--- src/rtl/multicycle_control.sv ---
`timescale 1ns/1ps
// multicycle_control
//   Moore control FSM for a multicycle MIPS-style datapath. The FSM walks
//   each instruction through its multicycle sequence. Datapath selects and
//   write enables decode from the current state only. The one exception is
//   PCEn, which also looks at the ALU zero flag so that a taken beq can
//   load the PC.
//
// Ports
//   clk        rising-edge clock
//   reset      asynchronous active-high reset, forces FETCH immediately
//   op         opcode from the instruction register (used in DECODE/MEMADR)
//   zero       ALU zero flag (used only for PCEn in BRANCH)
//   IorD       memory address select: 0 = PC, 1 = ALUOut
//   IRWrite    instruction register load
//   MemWrite   memory write enable
//   RegWrite   register file write enable
//   RegDst     write register select: 0 = rt, 1 = rd
//   MemtoReg   write data select: 0 = ALUOut, 1 = memory data
//   ALUSrcA    ALU A select: 0 = PC, 1 = register A
//   ALUSrcB    ALU B select: 00 = B, 01 = 4, 10 = imm, 11 = imm<<2
//   ALUOp      ALU class: 00 = add, 01 = subtract, 10 = funct field
//   PCSrc      next-PC select: 00 = ALUResult, 01 = ALUOut, 1x = jump target
//   PCEn       PC load enable
//   state      current state encoding (debug)
module multicycle_control #(
  parameter int OP_W = 6
) (
  input  logic            clk,
  input  logic            reset,
  input  logic [OP_W-1:0] op,
  input  logic            zero,
  output logic            IorD,
  output logic            IRWrite,
  output logic            MemWrite,
  output logic            RegWrite,
  output logic            RegDst,
  output logic            MemtoReg,
  output logic            ALUSrcA,
  output logic [1:0]      ALUSrcB,
  output logic [1:0]      ALUOp,
  output logic [1:0]      PCSrc,
  output logic            PCEn,
  output logic [3:0]      state
);

  localparam logic [OP_W-1:0] OP_LW   = OP_W'(6'b100011);
  localparam logic [OP_W-1:0] OP_SW   = OP_W'(6'b101011);
  localparam logic [OP_W-1:0] OP_RTYP = OP_W'(6'b000000);
  localparam logic [OP_W-1:0] OP_BEQ  = OP_W'(6'b000100);
  localparam logic [OP_W-1:0] OP_ADDI = OP_W'(6'b001000);
  localparam logic [OP_W-1:0] OP_J    = OP_W'(6'b000010);

  typedef enum logic [3:0] {
    S_FETCH  = 4'd0,
    S_DECODE = 4'd1,
    S_MEMADR = 4'd2,
    S_MEMRD  = 4'd3,
    S_MEMWB  = 4'd4,
    S_MEMWR  = 4'd5,
    S_EXEC   = 4'd6,
    S_ALUWB  = 4'd7,
    S_BRANCH = 4'd8,
    S_ADDIEX = 4'd9,
    S_ADDIWB = 4'd10,
    S_JUMP   = 4'd11
  } state_t;

  state_t cur_state;
  state_t nxt_state;

  logic pc_write;
  logic branch;

  // State register
  always_ff @(posedge clk or posedge reset) begin
    if (reset) begin
      cur_state <= S_FETCH;
    end else begin
      cur_state <= nxt_state;
    end
  end

  // Next-state logic: op is only consulted in DECODE and MEMADR
  always_comb begin
    nxt_state = S_FETCH;
    case (cur_state)
      S_FETCH:  nxt_state = S_DECODE;
      S_DECODE: begin
        if (op == OP_LW || op == OP_SW) begin
          nxt_state = S_MEMADR;
        end else if (op == OP_RTYP) begin
          nxt_state = S_EXEC;
        end else if (op == OP_BEQ) begin
          nxt_state = S_BRANCH;
        end else if (op == OP_ADDI) begin
          nxt_state = S_ADDIEX;
        end else if (op == OP_J) begin
          nxt_state = S_JUMP;
        end else begin
          nxt_state = S_FETCH;
        end
      end
      S_MEMADR: begin
        // An opcode that is neither lw nor sw here abandons the instruction.
        if (op == OP_LW) begin
          nxt_state = S_MEMRD;
        end else if (op == OP_SW) begin
          nxt_state = S_MEMWR;
        end else begin
          nxt_state = S_FETCH;
        end
      end
      S_MEMRD:  nxt_state = S_MEMWB;
      S_EXEC:   nxt_state = S_ALUWB;
      S_ADDIEX: nxt_state = S_ADDIWB;
      S_MEMWB,
      S_MEMWR,
      S_ALUWB,
      S_ADDIWB,
      S_BRANCH,
      S_JUMP:   nxt_state = S_FETCH;
      // Unused encodings 12-15 recover to FETCH.
      default:  nxt_state = S_FETCH;
    endcase
  end

  // Moore output decode
  always_comb begin
    IorD     = 1'b0;
    IRWrite  = 1'b0;
    MemWrite = 1'b0;
    RegWrite = 1'b0;
    RegDst   = 1'b0;
    MemtoReg = 1'b0;
    ALUSrcA  = 1'b0;
    ALUSrcB  = 2'b00;
    ALUOp    = 2'b00;
    PCSrc    = 2'b00;
    pc_write = 1'b0;
    branch   = 1'b0;
    case (cur_state)
      S_FETCH: begin
        IRWrite  = 1'b1;
        pc_write = 1'b1;
        ALUSrcB  = 2'b01;
      end
      S_DECODE: begin
        ALUSrcB = 2'b11;
      end
      S_MEMADR,
      S_ADDIEX: begin
        ALUSrcA = 1'b1;
        ALUSrcB = 2'b10;
      end
      S_MEMRD: begin
        IorD = 1'b1;
      end
      S_MEMWB: begin
        RegWrite = 1'b1;
        MemtoReg = 1'b1;
      end
      S_MEMWR: begin
        IorD     = 1'b1;
        MemWrite = 1'b1;
      end
      S_EXEC: begin
        ALUSrcA = 1'b1;
        ALUOp   = 2'b10;
      end
      S_ALUWB: begin
        RegWrite = 1'b1;
        RegDst   = 1'b1;
      end
      S_ADDIWB: begin
        RegWrite = 1'b1;
      end
      S_BRANCH: begin
        ALUSrcA = 1'b1;
        ALUOp   = 2'b01;
        branch  = 1'b1;
        PCSrc   = 2'b01;
      end
      S_JUMP: begin
        pc_write = 1'b1;
        PCSrc    = 2'b10;
      end
      default: begin
        // all outputs stay at their zero defaults
      end
    endcase
  end

  // A taken beq is the only path by which zero reaches the PC enable.
  assign PCEn  = pc_write | (branch & zero);
  assign state = cur_state;

endmodule

--- config.mk ---
export PLATFORM = sky130hd
export DESIGN_NAME = multicycle_control
export DESIGN_NICKNAME = d
export VERILOG_FILES = /design/src/rtl/multicycle_control.sv
export SDC_FILE = /design/constraint.sdc
export NUM_CORES = 1
export LEC_CHECK = 0
export ABC_AREA = 1
export CAP_MARGIN = 40
export CORE_AREA = 2 2 39 41
export DETAILED_ROUTE_END_ITERATION = 8
export DIE_AREA = 0 0 41 43
export PLACE_DENSITY = 0.79
export SYNTH_ARGS = -nofsm -noshare
export SYNTH_HDL_FRONTEND = slang
export SYNTH_SLANG_ARGS = --single-unit
--- constraint.sdc ---
create_clock -name clk -period 2.65 [get_ports clk]
set_input_delay 0.3975 -clock clk [delete_from_list [all_inputs] [get_ports clk]]
set_output_delay 0.3975 -clock clk [all_outputs]
set_load 0.01 [all_outputs]
* Yosys cells after proc, flatten, opt, wreduce, memory -nomap -nowiden
Cells that the tools add are included.
Storage, ports and cells: flip-flop bits (word level) 4
Operators by class: equality and inequality tests 16, muxes and demuxes 20, bitwise gates (word level) 2, reductions and logical operators 8
Operators by type and width (number):
- $pmux W4 S6 | 1
- $mux W4 | 5
- $eq A4 B3 Y1 const B | 4
- $eq A4 B4 Y1 const B | 4
- $eq A6 B6 Y1 const B | 2
- $mux W1 | 9
- $eq A4 B2 Y1 const B | 2
- $pmux W2 S2 | 2
- $eq A6 B2 Y1 const B | 1
- $eq A6 B3 Y1 const B | 1
- $eq A6 B4 Y1 const B | 1
- $logic_not A6 Y1 | 1
- $mux W3 | 2
- $pmux W2 S3 | 1
- $reduce_or A2 Y1 | 3
- $eq A4 B1 Y1 const B | 1
- $logic_not A4 Y1 | 1
- $reduce_or A4 Y1 | 1
- $reduce_or A3 Y1 | 1
- $and A1 B1 Y1 | 1
- $logic_or A1 B1 Y1 | 1
- $or A1 B1 Y1 | 1

* Depth between registers and ports, before layout
Gate-level depths: netlist of the first run.
word-level depth 7, depth in mapped cells 7

* Worst setup path after synthesis of the first run
Ideal clock, no wire load.
kind reg2out, start register cur_state[3], in the netlist state[3], end output port PCEn, arrival 1.035 ns, required time 2.253 ns, setup slack 1.217 ns, stages on the path, launching flop included 7, cells stage by stage dfrtp_1 -> inv_1 -> nor2_1 -> inv_2 -> nor2_2 -> nor2_1 -> nand2_1
Between the ends: longest elaborated chain between the ends 4, elaborated cells on any way between the ends 8, classes of those cells 2 x eq/ne; 2 x mux; 2 x bitwise; 2 x reduce/logical
RTL lines:
- from (decl) | RTL line 69 | state_t cur_state;
- from (signal assigned) | RTL line 80 | cur_state <= nxt_state;
- $eq A4 B4 Y1 / $logic_not A4 Y1 (equally long branches) | RTL line 142 | case (cur_state)
- $reduce_or A2 Y1 (no source line) / $mux W1 (equally long branches)
- $mux W1 / $and A1 B1 Y1 (equally long branches) | RTL line 142, 195
- $or A1 B1 Y1 (*) | RTL line 195 | assign PCEn = pc_write | (branch & zero);
- to (decl) | RTL line 43 | output logic PCEn,
Mark *: on every way between the ends. The rest lies on a longest branch, timed or not.

* Final worst setup path of the first run
start register cur_state[2], in the netlist state[2], end output port ALUSrcA
Between the ends: longest elaborated chain between the ends 3, elaborated cells on any way between the ends 6, classes of those cells 4 x eq/ne; 1 x mux; 1 x reduce/logical
RTL lines:
- $eq A4 B2 Y1, or another cell as far along | RTL line 142
- $reduce_or A4 Y1 (no source line) (*)
- $mux W1 (*) | RTL line 142
- to (decl) | RTL line 39 | output logic ALUSrcA,
Marked as above.

==> key figures, run 1 <==
Die
  • Vertical die dimension: 43 µm
  • Die span in x: 41 µm
  • Cell row count: 14
  • Initial core utilization: about 32%
  • Area of the core region: 1380 µm²
  • Area enclosed by the die boundary: 1760 µm²
  • Top-level port count: 27

Route
  • Iteration-0 DRC count of the detailed router: 7
  • Total number of vias: between 500 and 600
  • Post-DR wirelength/cell: ~8.4 µm
  • Vias/cell: 4.43
  • Total Wirelength: 1080 µm
  • First-pass DRT Iterations: 4
  • DRC viols: 0
  • Remaining antenna violation count after routing: 0

Synth
  • Synthesized-area fraction occupied by adder cells: 0%
  • Total number of yosys warnings: 0
  • Number of distinct library cells after synthesis: 13
  • Cell count after synthesis: 84
  • Simple-gate share of the synthesized area: 60.3%
  • Combinational family with the most area after synthesis: simple AND/OR/NAND/NOR gates
  • Sequential-to-total area share from yosys stat: 22.3%
  • Number of flip-flops and latches in the synthesized netlist: 4
  • Post-synth net total: 93
  • Portion of netlist area occupied by mux cells: 0%
  • Syn Std Cell Area: 448 µm²
  • Compound-cell area share of the yosys netlist: 4.75%
  • Synthesized area divided by synthesized cell count: 5.33 µm²
  • Post-synthesis share of cell area spent on xor and xnor gates: 0%

Clock tree
  • Number of clock sinks: 4
  • Clock transition at path regs: 0.04 ns
  • Worst-skew pair later-pin latency: 0.22 ns
  • Root buffer cell: clkbuf_4
  • Total setup buffers inserted after CTS: 0
  • CTS Hold Buffers Added: 0
  • Gates resized, CTS repair: 0
  • CTS H-Tree Depth: 1
  • Maximum root-to-sink buffer count: 2
  • Total clock buffers created by CTS: 3
  • TritonCTS clock tree: yes

Setup path
  • Buf/Inv on CP: 1
  • Required time reported for the critical path endpoint: 2.25 ns
  • Cells traversed along the worst timing path: nor2_1 > nand3_1 > nand2_1 > nor2_1 > nand2_1 > clkdlybuf4s50_1
  • Arrival time at the worst endpoint: between 1.5 and 2 ns
  • Longest individual stage delay on the worst path: 0.52 ns
  • Critical Setup Path Class: flop to primary output
  • Library cell contributing the largest single delay on the critical path: clkdlybuf4s50_1
  • Worst-path fanout max: 6
  • Cell family contributing the most delay on the critical path: simple AND/OR/NAND/NOR gates
  • Critical path launch point type: flop
  • Critical path capture point type: primary output

Run status
  • Run status: finished, final reports clean

Min path
  • Worst min path class: primary input to async pin

Power
  • Overall power consumption: around 0.45 mW
  • PwrDens: between 600 and 700 nW/µm²
  • Maximum vdd drop: 0.282 mV
  • Share of total power in the clock network: 15.7%
  • Sw Pwr: 0.185 mW
  • Sequential fraction of design power: 20.6%
  • Cell internal power dissipation: 0.267 mW
  • Leakage: about 0.37 nW
  • Combinational cell fraction of total power: 63.8%
  • Switching part of the total: approximately two fifths

Job
  • Max cap viols: 0

Timing
  • Setup repair after global routing missed its margin: false
  • Actual slew at the worst max-slew pin: 0.296 ns
  • Setup clock skew after layout: 0.00218 ns
  • Count of endpoints failing setup in the final report: 0
  • Minimum clock period: ~2.1 ns
  • Setup TNS after final layout: 0 ns
  • Hold Violations, Final: 0
  • Worst-case headroom to the max-slew limit: 80.2%
  • Share of the cycle needed by the critical path after routing: 79.4%
  • Pins over their slew limit: 0
  • Maximum achievable frequency: 475 MHz

Place
  • Detailed placement HPWL: 922 µm
  • Area of placed instances: ~730 µm²
  • Port Buffer Count: 26
  • Number of placed cells counting well taps: between 100 and 150
  • Final weighted congestion in routability-driven placement: 0.734

Finish
  • Number of flip-flops under the largest register name: 4
  • Antenna cell count: 0
  • Nets: roughly 120
  • Area of all sequential standard cells: 100 µm²
  • Area growth from synthesis to final layout: 67.6%
  • Final std cell area, no fill: 751 µm²
  • Area occupied by multi-input gates: 292 µm²
  • Final standard cell count with taps included and fillers excluded: 129
  • Layout filler cell count: ~150
  • Fraction of layout instances using a drive strength above 1: 11.5%

GRT
  • Antenna violations before repair: 0
  • First-pass GRT wire length: roughly 1700 µm
  • Total grt overflow: 0
  • Maximum number of pins on one net before global-route repair: 7
  • Overall track demand over capacity in global routing: 14.0%
  • Number of global-route vias before repair: roughly 460
cells by family after synthesis:
| kind of cell | count (synthesis) |
|---|---|
| compound gates | 4 |
| buf+inv | 15 |
| flops | 4 |
| simple gates | 61 |
path summary, 6_finish.rpt:
path	from	slack (ns)	cells after the start	end
min reg2reg	state[0]$_DFF_PP0_	0.66	2	state[3]$_DFF_PP0_
max reg2reg	state[2]$_DFF_PP0_	1.54	5	state[2]$_DFF_PP0_
max	state[2]$_DFF_PP0_	0.55	6	ALUSrcA
min	reset	0.35	2	state[0]$_DFF_PP0_
max in group asynchronous	reset	2.16	2	state[2]$_DFF_PP0_
min in group clk	state[0]$_DFF_PP0_	0.66	2	state[3]$_DFF_PP0_
placed cells by master, fill, tap and decap left out, drive strengths merged:
cell / Yosys / routed
nand3: 12 / 12
nand2: 20 / 20
nand3b: 1 / 1
clkbuf: 0 / 3
dfrtp: 4 / 4
o22ai: 1 / 1
nor2: 28 / 28
o21ai: 2 / 2
clkdlybuf4s50: 0 / 26
inv: 15 / 15
a21oi: 1 / 1
layout make-up:
class	count	area share, %
Sequential cell	4	13.3
Timing Repair Buffer	26	34.7
Clock buffer	3	3.00
Inverter	15	7.50
Tap cell	16	2.67
Multi-Input combinational cell	65	38.8
synthesized netlist by cell type:
cell | number | area, µm²
a21oi_1 | 1 | 5.00
dfrtp_1 | 4 | 100
inv_1 | 12 | 45.0
inv_2 | 3 | 11.3
nand2_1 | 18 | 67.6
nand2_2 | 2 | 12.5
nand3_1 | 12 | 60.1
nand3b_1 | 1 | 7.51
nor2_1 | 23 | 86.3
nor2_2 | 4 | 25.0
nor2_4 | 1 | 11.3
o21ai_0 | 2 | 10.0
o22ai_1 | 1 | 6.26
power by group through the flow:
stage / logic (mW) / registers (mW) / clock network, mW
floorplan: 0.139 / 0.0976 / 0
global placement: 0.289 / 0.0937 / 0
detailed placement: 0.290 / 0.0942 / 0
CTS: 0.291 / 0.0934 / 0.0736
global route: 0.316 / 0.0965 / 0.0773
finish: 0.289 / 0.0930 / 0.0708
layer usage:
layer	track usage (%)	vias to the layer above	share of wire [%]
li1	-	314	-
met1	14.7	238	43
met2	24.7	20	50
met3	3.14	0	6.4
met4	6.00	0	0
met5	0	-	0
per-stage QoR:
stage	worst slack, ns	util, %	hold WS, ns
2_1_floorplan	1.22	-	0.164
3_3_place_gp	0.776	52.6	0.587
3_5_place_dp	0.763	52.6	0.590
4_1_cts	0.522	54.2	0.352
5_1_grt	0.381	54.2	0.368
6_report	0.546	54.2	0.351
Power figures use the tool's default switching activity.
==> inputs of run 2 (changes only) <==
clock period = 2 ns   (was 2.65 ns; I/O delays follow)
==> run 2 against run 1 <==
Against the previous run: power up 34%; largest cell class unchanged; critical endpoint is now PCEn; first-iteration DRC count up 86%; highest routed layer unchanged; die area stayed put.
==> key figures, run 2 (same netlist as run 1, synthesis figures left out) <==
Finish
  • Fraction of layout instances using a drive strength above 1: 12.4%
  • Area of all sequential standard cells: 100 µm²
  • Area occupied by multi-input gates: around 300 µm²
  • Nets: around 120
  • Area growth from synthesis to final layout: 70.4%
  • Most frequent cells in the layout: clkdlybuf4s50_1, nor2_1, nand2_1
  • Number of flip-flops under the largest register name: 4
  • Most common cell after layout, fill and taps aside: clkdlybuf4s50_1
  • Antenna cell count: 0
  • Utilization of the core after routing: a little under three fifths
  • Layout filler cell count: 159

Die
  • Area enclosed by the die boundary: 1760 µm²
  • Top-level port count: 27
  • Die span in x: 41 µm
  • Initial core utilization: 32.4%
  • Cell row count: 14
  • Vertical die dimension: 43 µm
  • Area of the core region: approximately 1400 µm²

Route
  • Post-DR wirelength/cell: between 8 and 9 µm
  • Total number of vias: 581
  • Total Wirelength: around 1100 µm
  • Iteration-0 DRC count of the detailed router: 13
  • DRC viols: 0
  • First-pass DRT Iterations: 4
  • Vias/cell: ~4.5
  • Remaining antenna violation count after routing: 0

Setup path
  • Critical path capture point type: primary output
  • Worst-path fanout max: 6
  • Required time reported for the critical path endpoint: 1.70 ns
  • Arrival time at the worst endpoint: 1.69 ns
  • Reg-to-Reg End: state[0]$_DFF_PP0_
  • Register-to-Register Path Depth: 5
  • Register-to-Register Setup Slack: 0.85 ns
  • Critical path launch point type: flop
  • Critical Setup Path Class: flop to primary output
  • RR Startpoint: state[2]$_DFF_PP0_

Timing
  • Setup repair after global routing missed its margin: true
  • Actual slew at the worst max-slew pin: roughly 0.27 ns
  • Count of endpoints failing setup in the final report: 0
  • PnR worst setup slack: 0.00956 ns
  • Worst-case headroom to the max-slew limit: between 80% and 90%
  • Setup clock skew after layout: around 0.0059 ns
  • Share of the cycle needed by the critical path after routing: 99.5%
  • Minimum clock period: ~2.0 ns
  • Setup TNS after final layout: 0 ns
  • Pins over their slew limit: 0
  • Hold Violations, Final: 0
  • Maximum achievable frequency: 502 MHz

Clock tree
  • Total clock buffers created by CTS: 3
  • Worst-skew pair later-pin latency: 0.23 ns
  • Root buffer cell: clkbuf_4
  • CTS H-Tree Depth: 1
  • Clock transition at path regs: 0.04 ns
  • Number of clock sinks: 4
  • Maximum root-to-sink buffer count: 2
  • TritonCTS clock tree: yes

Power
  • Leakage: 0.412 nW
  • Maximum vdd drop: 0.337 mV
  • PwrDens: 793 nW/µm²
  • Overall power consumption: 0.605 mW

GRT
  • Antenna violations before repair: 0
  • Number of global-route vias before repair: between 500 and 600
  • First-pass GRT wire length: between 1500 and 2000 µm
  • Maximum number of pins on one net before global-route repair: 7
  • Total grt overflow: 0
  • Overall track demand over capacity in global routing: 15.4%

Min path
  • Worst min path class: primary input to async pin

Place
  • Post-Place Worst Slack: 0.231 ns
  • Detailed placement HPWL: between 900 and 1000 µm
  • Final weighted congestion in routability-driven placement: 0.786
  • Port Buffer Count: 26

Run status
  • Run status: finished, final reports clean

Job
  • Max cap viols: 0
run 2: how the worst max path moves through the flow:
stage / start / endpoint / slack (ns)
2_1_floorplan: state[3]$_DFF_PP0_ / PCEn / 0.66
3_5_place_dp: state[2]$_DFF_PP0_ / ALUSrcA / 0.23
4_1_cts: state[3]$_DFF_PP0_ / RegWrite / 0.01
3_3_place_gp: state[2]$_DFF_PP0_ / ALUSrcA / 0.26
6_report: state[2]$_DFF_PP0_ / PCEn / 0.01
5_1_grt: state[1]$_DFF_PP0_ / ALUSrcA / -0.11
run 2: final cells by class:
type                            count  area share [%]
Clock buffer                        3            2.95
Inverter                           15            7.38
Multi-Input combinational cell     65            39.2
Sequential cell                     4            13.1
Tap cell                           16            2.62
Timing Repair Buffer               26            34.8
run 2: critical path: stages (launching register included):
cell and delay, ns:
dfrtp_1 0.45, nor2_2 0.21, nand2_1 0.11, inv_1 0.08, nor2_1 0.04, nand2_1 0.05
clkdlybuf4s50_1 0.52
run 2: power by group:
| part | switching, mW | total (mW) | internal (mW) |
|---|---|---|---|
| Clock | 0.0294 | 0.0963 | 0.0668 |
| Sequential | 0.0255 | 0.124 | 0.0985 |
| Combinational | 0.196 | 0.385 | 0.189 |
| Total | 0.251 | 0.605 | 0.354 |
run 2: per-layer routing:
| layer | share of wire (%) | track usage [%] | wire [µm] |
|---|---|---|---|
| met1 | 40 | 15.9 | 451 |
| met2 | 53 | 26.6 | 602 |
| met3 | 7.3 | 3.66 | 83 |
| met4 | 0 | 8.00 | 0 |
| met5 | 0 | 0 | 0 |
run 2: what timing repair did:
action,4_1_cts,5_1_grt
hold buffers,0,0
setup endpoints to repair,2,5
gates resized for setup,1,3
setup buffers,0,0
run 2: metrics by stage:
stage               cell area, µm²  std cells  hold slack, ns
floorplan                      448         84          0.0661
global placement               728        126           0.489
detailed placement             728        126           0.492
CTS                            753        129           0.243
global route                   763        129           0.267
finish                         763        129           0.243
==> inputs of run 3 (changes only) <==
ABC_CLOCK_PERIOD_IN_PS = 2000   (was default)
==> results of run 3 <==
Final layout, timing and power as in run 2 (identical DEF).
